<file path="src/rtl/pipe_pkg.sv">
// Shared definitions for the 5-stage core's pipeline stage registers:
// control-vector bit positions, per-stage payload widths and the skid
// buffer state encoding (used when PIPE_STAGE_SKID_EN is defined).
package pipe_pkg;

   // Bit positions inside the control vector carried between stages
   localparam int CTRL_MEM_WRITE  = 0;
   localparam int CTRL_MEM_READ   = 1;
   localparam int CTRL_REG_WRITE  = 2;
   localparam int CTRL_MEM_TO_REG = 3;
   localparam int CTRL_W_CORE     = 4;

   // Payload widths per stage boundary
   // ID/EX : 32 operand A + 32 operand B + 5 dest reg
   // EX/MEM: 32 ALU result + 32 store data + 5 dest reg
   // MEM/WB: 32 ALU result + 32 load data + 5 dest reg
   localparam int ID_EX_DATA_W  = 69;
   localparam int EX_MEM_DATA_W = 69;
   localparam int MEM_WB_DATA_W = 69;

   // Skid buffer occupancy
   typedef enum logic [1:0] {
      EMPTY = 2'd0,   // main register empty
      FULL  = 2'd1,   // main register holds a beat
      SKID  = 2'd2    // main and skid both hold a beat
   } skid_state_t;

endpackage

</file>
<file path="src/rtl/pipe_skid_buf.sv">
// One-entry skid buffer and its occupancy FSM for pipe_stage_reg.
// Only instantiated when PIPE_STAGE_SKID_EN is defined. It makes in_ready a
// flop output, so there is no combinational path from out_ready to in_ready.
// It tells the stage's main register when to load and from where.
module pipe_skid_buf
   import pipe_pkg::*;
#(
   parameter int CTRL_W = 4,
   parameter int DATA_W = 69
) (
   input  logic              clk,
   input  logic              rst,
   input  logic              flush,
   input  logic              in_valid,
   input  logic [CTRL_W-1:0] in_ctrl,
   input  logic [DATA_W-1:0] in_data,
   input  logic              emit,
   output logic              in_ready,
   output logic              main_load,
   output logic [CTRL_W-1:0] load_ctrl,
   output logic [DATA_W-1:0] load_data
);

   skid_state_t       state;
   logic [CTRL_W-1:0] skid_ctrl;
   logic [DATA_W-1:0] skid_data;
   logic              accept;

   assign accept = in_valid && in_ready;

   // Choose whether the main register loads this cycle, and from which source
   always_comb begin
      // NOTE: every output gets a default before the case, so no path leaves it unassigned and no latch is inferred.
      main_load = 1'b0;
      load_ctrl = in_ctrl;
      load_data = in_data;
      case (state)
         EMPTY:   main_load = accept;
         FULL:    main_load = accept && emit;
         SKID: begin
            main_load = emit;
            load_ctrl = skid_ctrl;
            load_data = skid_data;
         end
         default: main_load = 1'b0;
      endcase
   end

   // Occupancy FSM with a registered in_ready; the skid entry captures a beat on FULL -> SKID
   always_ff @(posedge clk) begin
      // NOTE: skid_ctrl/skid_data are not reset; the state says whether they are meaningful.
      if (rst || flush) begin
         state    <= EMPTY;
         in_ready <= 1'b1;
      end else begin
         case (state)
            EMPTY: begin
               if (accept) state <= FULL;
            end
            FULL: begin
               if (accept && !emit) begin
                  state     <= SKID;
                  in_ready  <= 1'b0;
                  skid_ctrl <= in_ctrl;
                  skid_data <= in_data;
               end else if (emit && !accept) begin
                  state <= EMPTY;
               end
            end
            SKID: begin
               if (emit) begin
                  state    <= FULL;
                  in_ready <= 1'b1;
               end
            end
            default: begin
               state    <= EMPTY;
               in_ready <= 1'b1;
            end
         endcase
      end
   end

endmodule

</file>
<file path="src/rtl/pipe_stage_reg.sv">
// Generic pipeline stage register with a valid/ready handshake, flush and a
// saturating stall-cycle counter. It is used at ID/EX, EX/MEM and MEM/WB.
// Define PIPE_STAGE_SKID_EN to add a one-entry skid buffer, which makes
// in_ready a registered output. Otherwise in_ready = !out_valid || out_ready.
// out_ctrl is zero whenever out_valid is low, so a bubble never fires a
// downstream write enable.
module pipe_stage_reg
   import pipe_pkg::*;
#(
   parameter int CTRL_W = 4,
   parameter int DATA_W = 69,
   parameter int CNT_W  = 16
) (
   input  logic              clk,
   input  logic              rst,
   input  logic              flush,
   input  logic              in_valid,
   output logic              in_ready,
   input  logic [CTRL_W-1:0] in_ctrl,
   input  logic [DATA_W-1:0] in_data,
   output logic              out_valid,
   input  logic              out_ready,
   output logic [CTRL_W-1:0] out_ctrl,
   output logic [DATA_W-1:0] out_data,
   output logic [CNT_W-1:0]  stall_cnt
);

   logic              emit;
   logic              main_load;
   logic [CTRL_W-1:0] load_ctrl;
   logic [DATA_W-1:0] load_data;

   assign emit = out_valid && out_ready;

`ifdef PIPE_STAGE_SKID_EN
   pipe_skid_buf #(
      .CTRL_W (CTRL_W),
      .DATA_W (DATA_W)
   ) u_skid (
      .clk       (clk),
      .rst       (rst),
      .flush     (flush),
      .in_valid  (in_valid),
      .in_ctrl   (in_ctrl),
      .in_data   (in_data),
      .emit      (emit),
      .in_ready  (in_ready),
      .main_load (main_load),
      .load_ctrl (load_ctrl),
      .load_data (load_data)
   );
`else
   assign in_ready  = !out_valid || out_ready;
   assign main_load = in_valid && in_ready;
   assign load_ctrl = in_ctrl;
   assign load_data = in_data;
`endif

   // Main register: reset, then flush, then load, then drain; ctrl is zeroed on every path to a bubble
   always_ff @(posedge clk) begin
      // NOTE: non-blocking assignments in clocked blocks, so every flop samples pre-edge values.
      if (rst) begin
         out_valid <= 1'b0;
         out_ctrl  <= '0;
         out_data  <= '0;
      end else if (flush) begin
         out_valid <= 1'b0;
         out_ctrl  <= '0;
      end else if (main_load) begin
         out_valid <= 1'b1;
         out_ctrl  <= load_ctrl;
         out_data  <= load_data;
      end else if (emit) begin
         out_valid <= 1'b0;
         out_ctrl  <= '0;
      end
   end

   // Count cycles in which a held beat is back-pressured; stop at all-ones
   always_ff @(posedge clk) begin
      if (rst) begin
         stall_cnt <= '0;
      end else if (out_valid && !out_ready && (stall_cnt != {CNT_W{1'b1}})) begin
         stall_cnt <= stall_cnt + CNT_W'(1);
      end
   end

endmodule
</file>
<file path="config.mk">
export PLATFORM = sky130hd
export DESIGN_NAME = pipe_stage_reg
export DESIGN_NICKNAME = d
export VERILOG_FILES = /design/src/rtl/pipe_pkg.sv /design/src/rtl/pipe_skid_buf.sv /design/src/rtl/pipe_stage_reg.sv
export SDC_FILE = /design/constraint.sdc
export NUM_CORES = 1
export LEC_CHECK = 0
export ABC_AREA = 1
export BUFFER_PORTS_ARGS = -buffer_cell sky130_fd_sc_hd__clkbuf_2
export CAP_MARGIN = 20
export CORE_MARGIN = 4
export CORE_UTILIZATION = 43
export CTS_CLUSTER_DIAMETER = 60
export DETAILED_ROUTE_END_ITERATION = 16
export GPL_ROUTABILITY_DRIVEN = 0
export GPL_TIMING_DRIVEN = 1
export PLACE_DENSITY = 0.83
export RECOVER_POWER = 50
export SLEW_MARGIN = 25
export SYNTH_ARGS = -nofsm -noshare
export SYNTH_HDL_FRONTEND = slang
export SYNTH_SLANG_ARGS = --single-unit
</file>
<file path="constraint.sdc">
create_clock -name clk -period 1.6 [get_ports clk]
set_input_delay 0.4 -clock clk [delete_from_list [all_inputs] [get_ports clk]]
set_output_delay 0.4 -clock clk [all_outputs]
set_load 0.02 [all_outputs]
</file>
Word-level counts from Yosys, hierarchy flattened
Cells that the tools add are included.
W data, S select, Z words.
Operators by class
  add/sub/neg operators: 1
  eq/ne operators: 1
  muxes and demuxes: 4
  bitwise gates (word level): 1
  reductions and logical operators: 10
Operators by type and width (count)
  $add A16 B1 Y16 const B: 1
  $ne A16 B16 Y1 const B: 1
  $mux W4: 2
  $logic_and A1 B1 Y1: 4
  $logic_not A1 Y1: 2
  $mux W1: 2
  $reduce_and A2 Y1: 1
  $reduce_bool A2 Y1: 1
  $reduce_or A2 Y1: 1
  $logic_or A1 B1 Y1: 1
  $not A1 Y1: 1
Storage, ports and cells
  register bits after elaboration: 90
  input bits: 78
  word-level logic and storage cells: 21

Depth between registers and ports, before layout
Gate-level depths: netlist (run 1).
  depth in word-level cells: 4
  depth in mapped cells: 10

Worst setup path after synthesis (run 1)
Ideal clock, no wire load.
  path type: register -> register
  from: register stall_cnt[0]
  to: register stall_cnt[11]
  arrival time: 1.452 ns
  data required time: 1.485 ns
  slack: 0.033 ns
  stages on the path, launching flop included: 10
  period minus slack after synthesis: 1.567 ns
  path through: dfxtp_1 -> ha_1 -> nand2_1 -> nor2_2 -> nand2_2 -> nor2_4 -> nor2_1 -> buf_6 -> o21ai_1 -> nor2_1
On the way
  longest elaborated chain between the ends: 2
  elaborated cells between the ends (all ways): 3
  those cells by class: 1 x add/sub; 1 x eq/ne; 1 x reduce/logical
Ends and longest elaborated chain
  start: declaration: line pipe_stage_reg.sv:25  | output logic [CNT_W-1:0] stall_cnt
  start signal: assignment: line pipe_stage_reg.sv:84  | stall_cnt <= stall_cnt + CNT_W'(1);
  branches (longest 2 deep; another with $add A16 B1 Y16)
Several ways; the timed one is not identified.
A chain may end at the register's enable or synchronous reset.

Worst setup path in the final report (run 1)
  from: register out_valid
  to: register out_data[27]
On the way
  longest elaborated chain between the ends: 4
Ends and longest elaborated chain
  start: declaration: line pipe_stage_reg.sv:21  | output logic out_valid,
  start signal: assignment: line pipe_stage_reg.sv:63  | out_valid <= 1'b0;
  start signal: assignment: line pipe_stage_reg.sv:67  | out_valid <= 1'b0;
  start signal: assignment: line pipe_stage_reg.sv:70  | out_valid <= 1'b1;
  $logic_not A1 Y1: line pipe_stage_reg.sv:53  | assign in_ready = !out_valid || out_ready;
  $logic_or A1 B1 Y1: line pipe_stage_reg.sv:53
  $logic_and A1 B1 Y1: line pipe_stage_reg.sv:54  | assign main_load = in_valid && in_ready;
  $reduce_and A2 Y1 (no source line)
  end signal: assignment: line pipe_stage_reg.sv:72  | out_data <= load_data;
  end: declaration: line pipe_stage_reg.sv:24  | output logic [DATA_W-1:0] out_data,
Every way passes these cells.

==> impl_metrics.tcl, run 1 <==
set metrics [dict create \
    critPathBufInv 3 \
    crit_path_start_kind "register" \
    wl_mm 10.7 \
    io_buffers 168 \
    post_drt_wl_per_cell_um 14.1 \
    clock-sinks 90 \
    io-pin-count 169 \
    crit_chain "inv_4 > nor2_8 > buf_4 > nor2_4 > buf_6 > nand3_1 > a21oi_1" \
    gr-total-overflow 0 \
    clkTransAtPathRegs_ps 100 \
    worst-endpoint-arrival_ps 1780 \
    synth_area_sq_um 3640 \
    finalPower_mw 4.47 \
    cp_data_required_time_ps 1880 \
    synth_top_family_by_area "simple AND/OR/NAND/NOR gates" \
    p_sw_share_pct 29.6 \
    ys_seq_area_share_pct 49.6 \
    initial_core_util_pct 44.3 \
    clockPowerShare_pct 32.9 \
    ff_latch_area_sq_um 1810 \
    antenna_found_initial 0 \
    drv_slew 0 \
    multi_input_area_sq_um 1610 \
    tightestPinTransition_ps 441 \
    dieArea_sq_um 9990 \
    first_global_vias 3597 \
    synth_compound_area_share_pct 12.4 \
    cp.depth 7 \
    path_max_fanout 49 \
    ys_types 26 \
    dr_total_vias 3868 \
    fmax_mhz 667 \
    p_per_area_nw_per_um2 937 \
    htree_num_levels 3 \
    fin_area_sq_um 4770 \
    setup_viol 0 \
    hold_depth 3 \
    ys_ff_latch 90 \
    numCtsBuffers 9 \
    mappedNetlistNets 556 \
    muxShareOfSynthArea_pct 0 \
    critPathSlowestCell "dfxtp_2" \
    synth-simple-area-share_pct 29.6 \
    status "complete, no violations" \
    fill_cells 811 \
    placed_cell_area_sq_um 4650 \
    synth-adder-area-share_pct 0.344 \
    grtUsageTotal_pct 20.3 \
    cts_tree "built" \
    slew_headroom_pct 70.3 \
    dpl.hpwl_mm 7.80 \
    final_nets 728 \
    reg2reg_depth 7 \
    cts_buffer_depth 2 \
    grt_max_degree 72 \
    leakagePower_nw 1.93 \
    fp-row-count 33 \
    avgSynthCellArea_sq_um 7.62 \
    yosys_warnings 0 \
    fin_skew_ps 13.4 \
    path_delay_family "buffers and inverters" \
    die_w_um 100 \
    ir_drop_mv 0.522 \
    crit_path_end_kind "register" \
    dr.pass1.iters 4 \
    maxCapViolCount 0 \
    n_antenna_cell 0 \
    switchingPower_mw 1.32 \
    min_path_type "input pin to register" \
    combPwrFrac_pct 13.8 \
    hold_viol 0 \
    hold_slack_ps 277 \
    drcViolationCount 0 \
    drive_gt1_share_pct 23.7 \
    path_class "register to register" \
    insertion_delay_ps 350 \
    vias_per_cell 5.10 \
    cts-root-buf "clkbuf_8" \
    drt_iter0_markers 189 \
    ant_nets 0 \
    p_int_mw 3.14 \
    fin_crit_ps 1500 \
    die_h_um 100 \
    synthCells 477 \
    grt_pass1_wl_mm 16.6 \
    synthXorXnorAreaFrac_pct 1.20 \
    syn_to_final_growth_pct 31.1 \
    period_share_pct 93.6 \
    power_frac_seq_pct 53.4 \
    core_sq_um 8220 \
    max_stage_delay_ps 350 \
]
[final timing paths]
kind	start	end	slack, ps
setup / recovery	out_valid	out_data[27]	100
hold / removal	in_ctrl[0]	out_ctrl[0]	280
setup reg to reg	out_valid	out_data[27]	100
hold reg to reg	out_data[3]	out_data[3]	460
[cell families after synthesis]
logic type	after synthesis
AOI/OAI and AO/OA	90
DFF	90
and+or+nand+nor	243
xor gates and xnor gates	5
buffers and inverters	48
adders and majority gates	1
[final cells by class]
cell class                      instances  area share (%)
Clock buffer                            9            2.60
Clock inverter                          7            1.23
Inverter                               16            1.31
Multi-Input combinational cell        340            33.9
Sequential cell                        90            37.9
Tap cell                              105            2.76
Timing Repair Buffer                  192            20.3
[stage by stage]
step / setup slack [ps] / TNS (ps) / utilization [%] / instances
after floorplan: 33.5 / 0 / - / 477
after global placement: -96.2 / -123 / 56.6 / 742
after detailed placement: -140 / -590 / 56.6 / 742
after CTS: 4.60 / 0 / 58.9 / 758
after global routing: -5.52 / -8.95 / 58.0 / 759
final: 102 / 0 / 58.0 / 759
[flip-flops by register name (all words and copies together) (netlist names)]
signal     cells
out_data      69
out_valid      1
out_ctrl       4
stall_cnt     16
[power by group through the flow]
stage,Clock (mW),Sequential (mW),Combinational [mW]
after global placement,0,2.43,0.628
after global routing,1.60,2.40,0.674
after CTS,1.50,2.38,0.644
final,1.47,2.38,0.615
after detailed placement,0,2.43,0.643
after floorplan,0,2.55,0.264
[Yosys cell counts (all sizes together)]
cell type,number,area share (%)
xor2,2,0.48
a31oi,1,0.17
clkbuf,18,1.9
a21oi,79,11
nor3b,1,0.21
o21ai,10,1.4
nand2,118,13
buf,14,3.4
dfxtp,90,50
nor2,42,5.3
inv,16,1.7
or2,1,0.17
ha,1,0.34
nand3,79,11
nand4,1,0.17
nand3b,1,0.21
xnor2,3,0.72
[layout by cell type, fill, tap and decap left out, drive strengths merged, types with 2 or more instances in the layout]
| master | n |
|---|---|
| clkinv | 2 |
| nor2 | 42 |
| clkbuf | 176 |
| nand3 | 79 |
| nand2 | 119 |
| o21ai | 10 |
| buf | 25 |
| inv | 20 |
| dfxtp | 90 |
| xnor2 | 3 |
| a21oi | 79 |
| xor2 | 2 |
[tightest hold or removal path, stage by stage]
cell and delay (ps):
clkbuf_2 80, nand2_1 50, a21oi_1 50
[metal layers]
layer	wire (um)	GRT usage (%)	vias to the layer above
li1	-	-	1919
met1	4220	24.4	1785
met2	5420	35.4	140
met3	771	4.24	24
met4	258	7.67	0
met5	0	0	-
[timing repair]
| item | 4_1_cts | 5_1_grt |
|---|---|---|
| endpoints found under the setup margin | 11 | 9 |
| cloned | 0 | 1 |
| setup buffers | 0 | 1 |
| pin swaps | 0 | 3 |
| resized for setup | 2 | 13 |
| hold buffers | 0 | 0 |
(Power assumes the default switching activity.)
==> inputs of run 2 (changes only) <==
- CAP_MARGIN: 20 -> 15
- CORE_UTILIZATION: 43 -> 42
- PLACE_DENSITY: 0.83 -> 0.84
- clock period: 1.6 -> 1.2 ns (I/O delays scaled with it)
==> impl_metrics.tcl, run 2 (synthesis results as in run 1) <==
set metrics [dict create \
    drv_slew 0 \
    rsz0062_at_grt "true" \
    final_common_cell "nand2_1" \
    dr.pass1.iters 5 \
    maxCapViolCount 0 \
    ant_nets 0 \
    fin_skew_ps 17.4 \
    drt_iter0_markers 287 \
    mostFrequentLayoutCells "nand2_1 (92), clkbuf_2 (88), nand3_1 (77), buf_4 (76), a21oi_1 (52)" \
    slew_headroom_pct 77.6 \
    dpl.hpwl_mm 8.02 \
    wl_mm 14.2 \
    antenna_found_initial 0 \
    setup_viol 106 \
    dieArea_sq_um 10200 \
    p_per_area_nw_per_um2 1020 \
    grtUsageTotal_pct 24.3 \
    violations "setup timing" \
    syn_to_final_growth_pct 73.5 \
    clock-sinks 90 \
    path_max_fanout 6 \
    core_sq_um 8300 \
    hold_viol 0 \
    fmax_mhz 682 \
    crit_path_end_kind "register" \
    worst-endpoint-arrival_ps 1700 \
    htree_num_levels 3 \
    dr_total_vias 4332 \
    fin_area_sq_um 6310 \
    cts_tree "built" \
    hold_buffers 0 \
    vias_per_cell 5.33 \
    fp-row-count 33 \
    post_drt_wl_per_cell_um 17.5 \
    crit_path_start_kind "register" \
    grt_max_degree 49 \
    numCtsBuffers 9 \
    period_share_pct 122 \
    ir_drop_mv 0.739 \
    io_buffers 168 \
    hold_slack_ps 194 \
    n_antenna_cell 0 \
    first_global_vias 4200 \
    drcViolationCount 0 \
    top_regs "out_data (69), stall_cnt (16), out_ctrl (4)" \
    placed_cell_area_sq_um 4880 \
    io-pin-count 169 \
    cp_data_required_time_ps 1440 \
    utilization_pct 76.0 \
    top_usage_layer "met2" \
    grt_pass1_wl_mm 19.9 \
    die_h_um 101 \
    initial_core_util_pct 43.8 \
    met1_usage_pct 26.9 \
    drive_gt1_share_pct 55.0 \
    top_register "out_data" \
    gr-usage-met3_pct 5.40 \
    clkTransAtPathRegs_ps 100 \
    cts_buffer_depth 2 \
    largest_reg_flops 69 \
    fill_cells 549 \
    fin_ws_ps -266 \
    tightestPinTransition_ps 335 \
    min_path_type "input pin to register" \
    final_nets 781 \
    cts-root-buf "clkbuf_8" \
    gr-total-overflow 0 \
    fin_crit_ps 1470 \
    die_w_um 101 \
    insertion_delay_ps 350 \
    status "complete, but fails checks" \
    post-place-ws_ps -180 \
    leakagePower_nw 2.79 \
    path_class "register to register" \
    use_met2_pct 42.6 \
]
run 2: cell types whose count changed in the layout (fill, tap and decap cells not counted), sizes merged:
| cell | delta |
|---|---|
| clkinvlp | +3 |
| nand2 | +1 |
| clkbuf | -67 |
| inv | -3 |
| buf | +121 |
| clkinv | -2 |
run 2: timing repair:
| action | 4_1_cts | 5_1_grt |
|---|---|---|
| hold endpoints to repair | 0 | 0 |
| cloned | 3 | 8 |
| setup endpoints to repair | 107 | 162 |
| pin swaps | 10 | 13 |
| resized for setup | 97 | 236 |
| buffers inserted | 19 | 12 |
run 2: per-stage QoR:
step / instances / setup TNS, ps / total power, mW
2_1_floorplan: 477 / -1690 / 3.75
3_3_place_gp: 763 / -7400 / 4.10
3_5_place_dp: 763 / -8690 / 4.13
4_1_cts: 800 / -16110 / 6.18
5_1_grt: 812 / -25330 / 6.67
6_report: 812 / -19660 / 6.41
run 2: power by group:
part / switching, mW / leakage (nW) / internal (mW)
clock: 1.10 / 0.0833 / 0.882
combinational: 0.666 / 1.95 / 0.571
sequential: 0.0900 / 0.754 / 3.10
run 2: final timing paths:
check                                   from           end  slack (ps)  cells after the start
worst max-delay path            stall_cnt[1]  stall_cnt[9]        -270                      9
worst min register to register  out_data[19]  out_data[19]         460                      2
worst min-delay path              in_ctrl[1]   out_ctrl[1]         190                      3
worst max register to register  stall_cnt[1]  stall_cnt[9]        -270                      9
run 2: layout make-up:
type | count | area [sq um] | share of cell area [%]
clock buffers | 11 | 153 | 2.42
clock inverters | 5 | 36.3 | 0.575
inverters | 16 | 67.6 | 1.07
multi-input cells | 341 | 1990 | 31.5
flip-flops and latches | 90 | 1870 | 29.7
well taps | 105 | 131 | 2.08
repair buffers | 244 | 2060 | 32.7
run 2: layer usage:
metal,routed length (um),vias up
met5,0,-
met4,548,0
met3,1000,47
met2,7350,202
met1,5280,2057
li1,-,2026
run 2: critical path, cell delays in order (launching register included):
cell,delay [ps]
dfxtp_4,370
ha_4,150
nand2_4,70
nor2_4,100
nand2_2,90
nor2_4,180
nor2_4,80
buf_6,140
o21ai_2,120
nor2_1,60
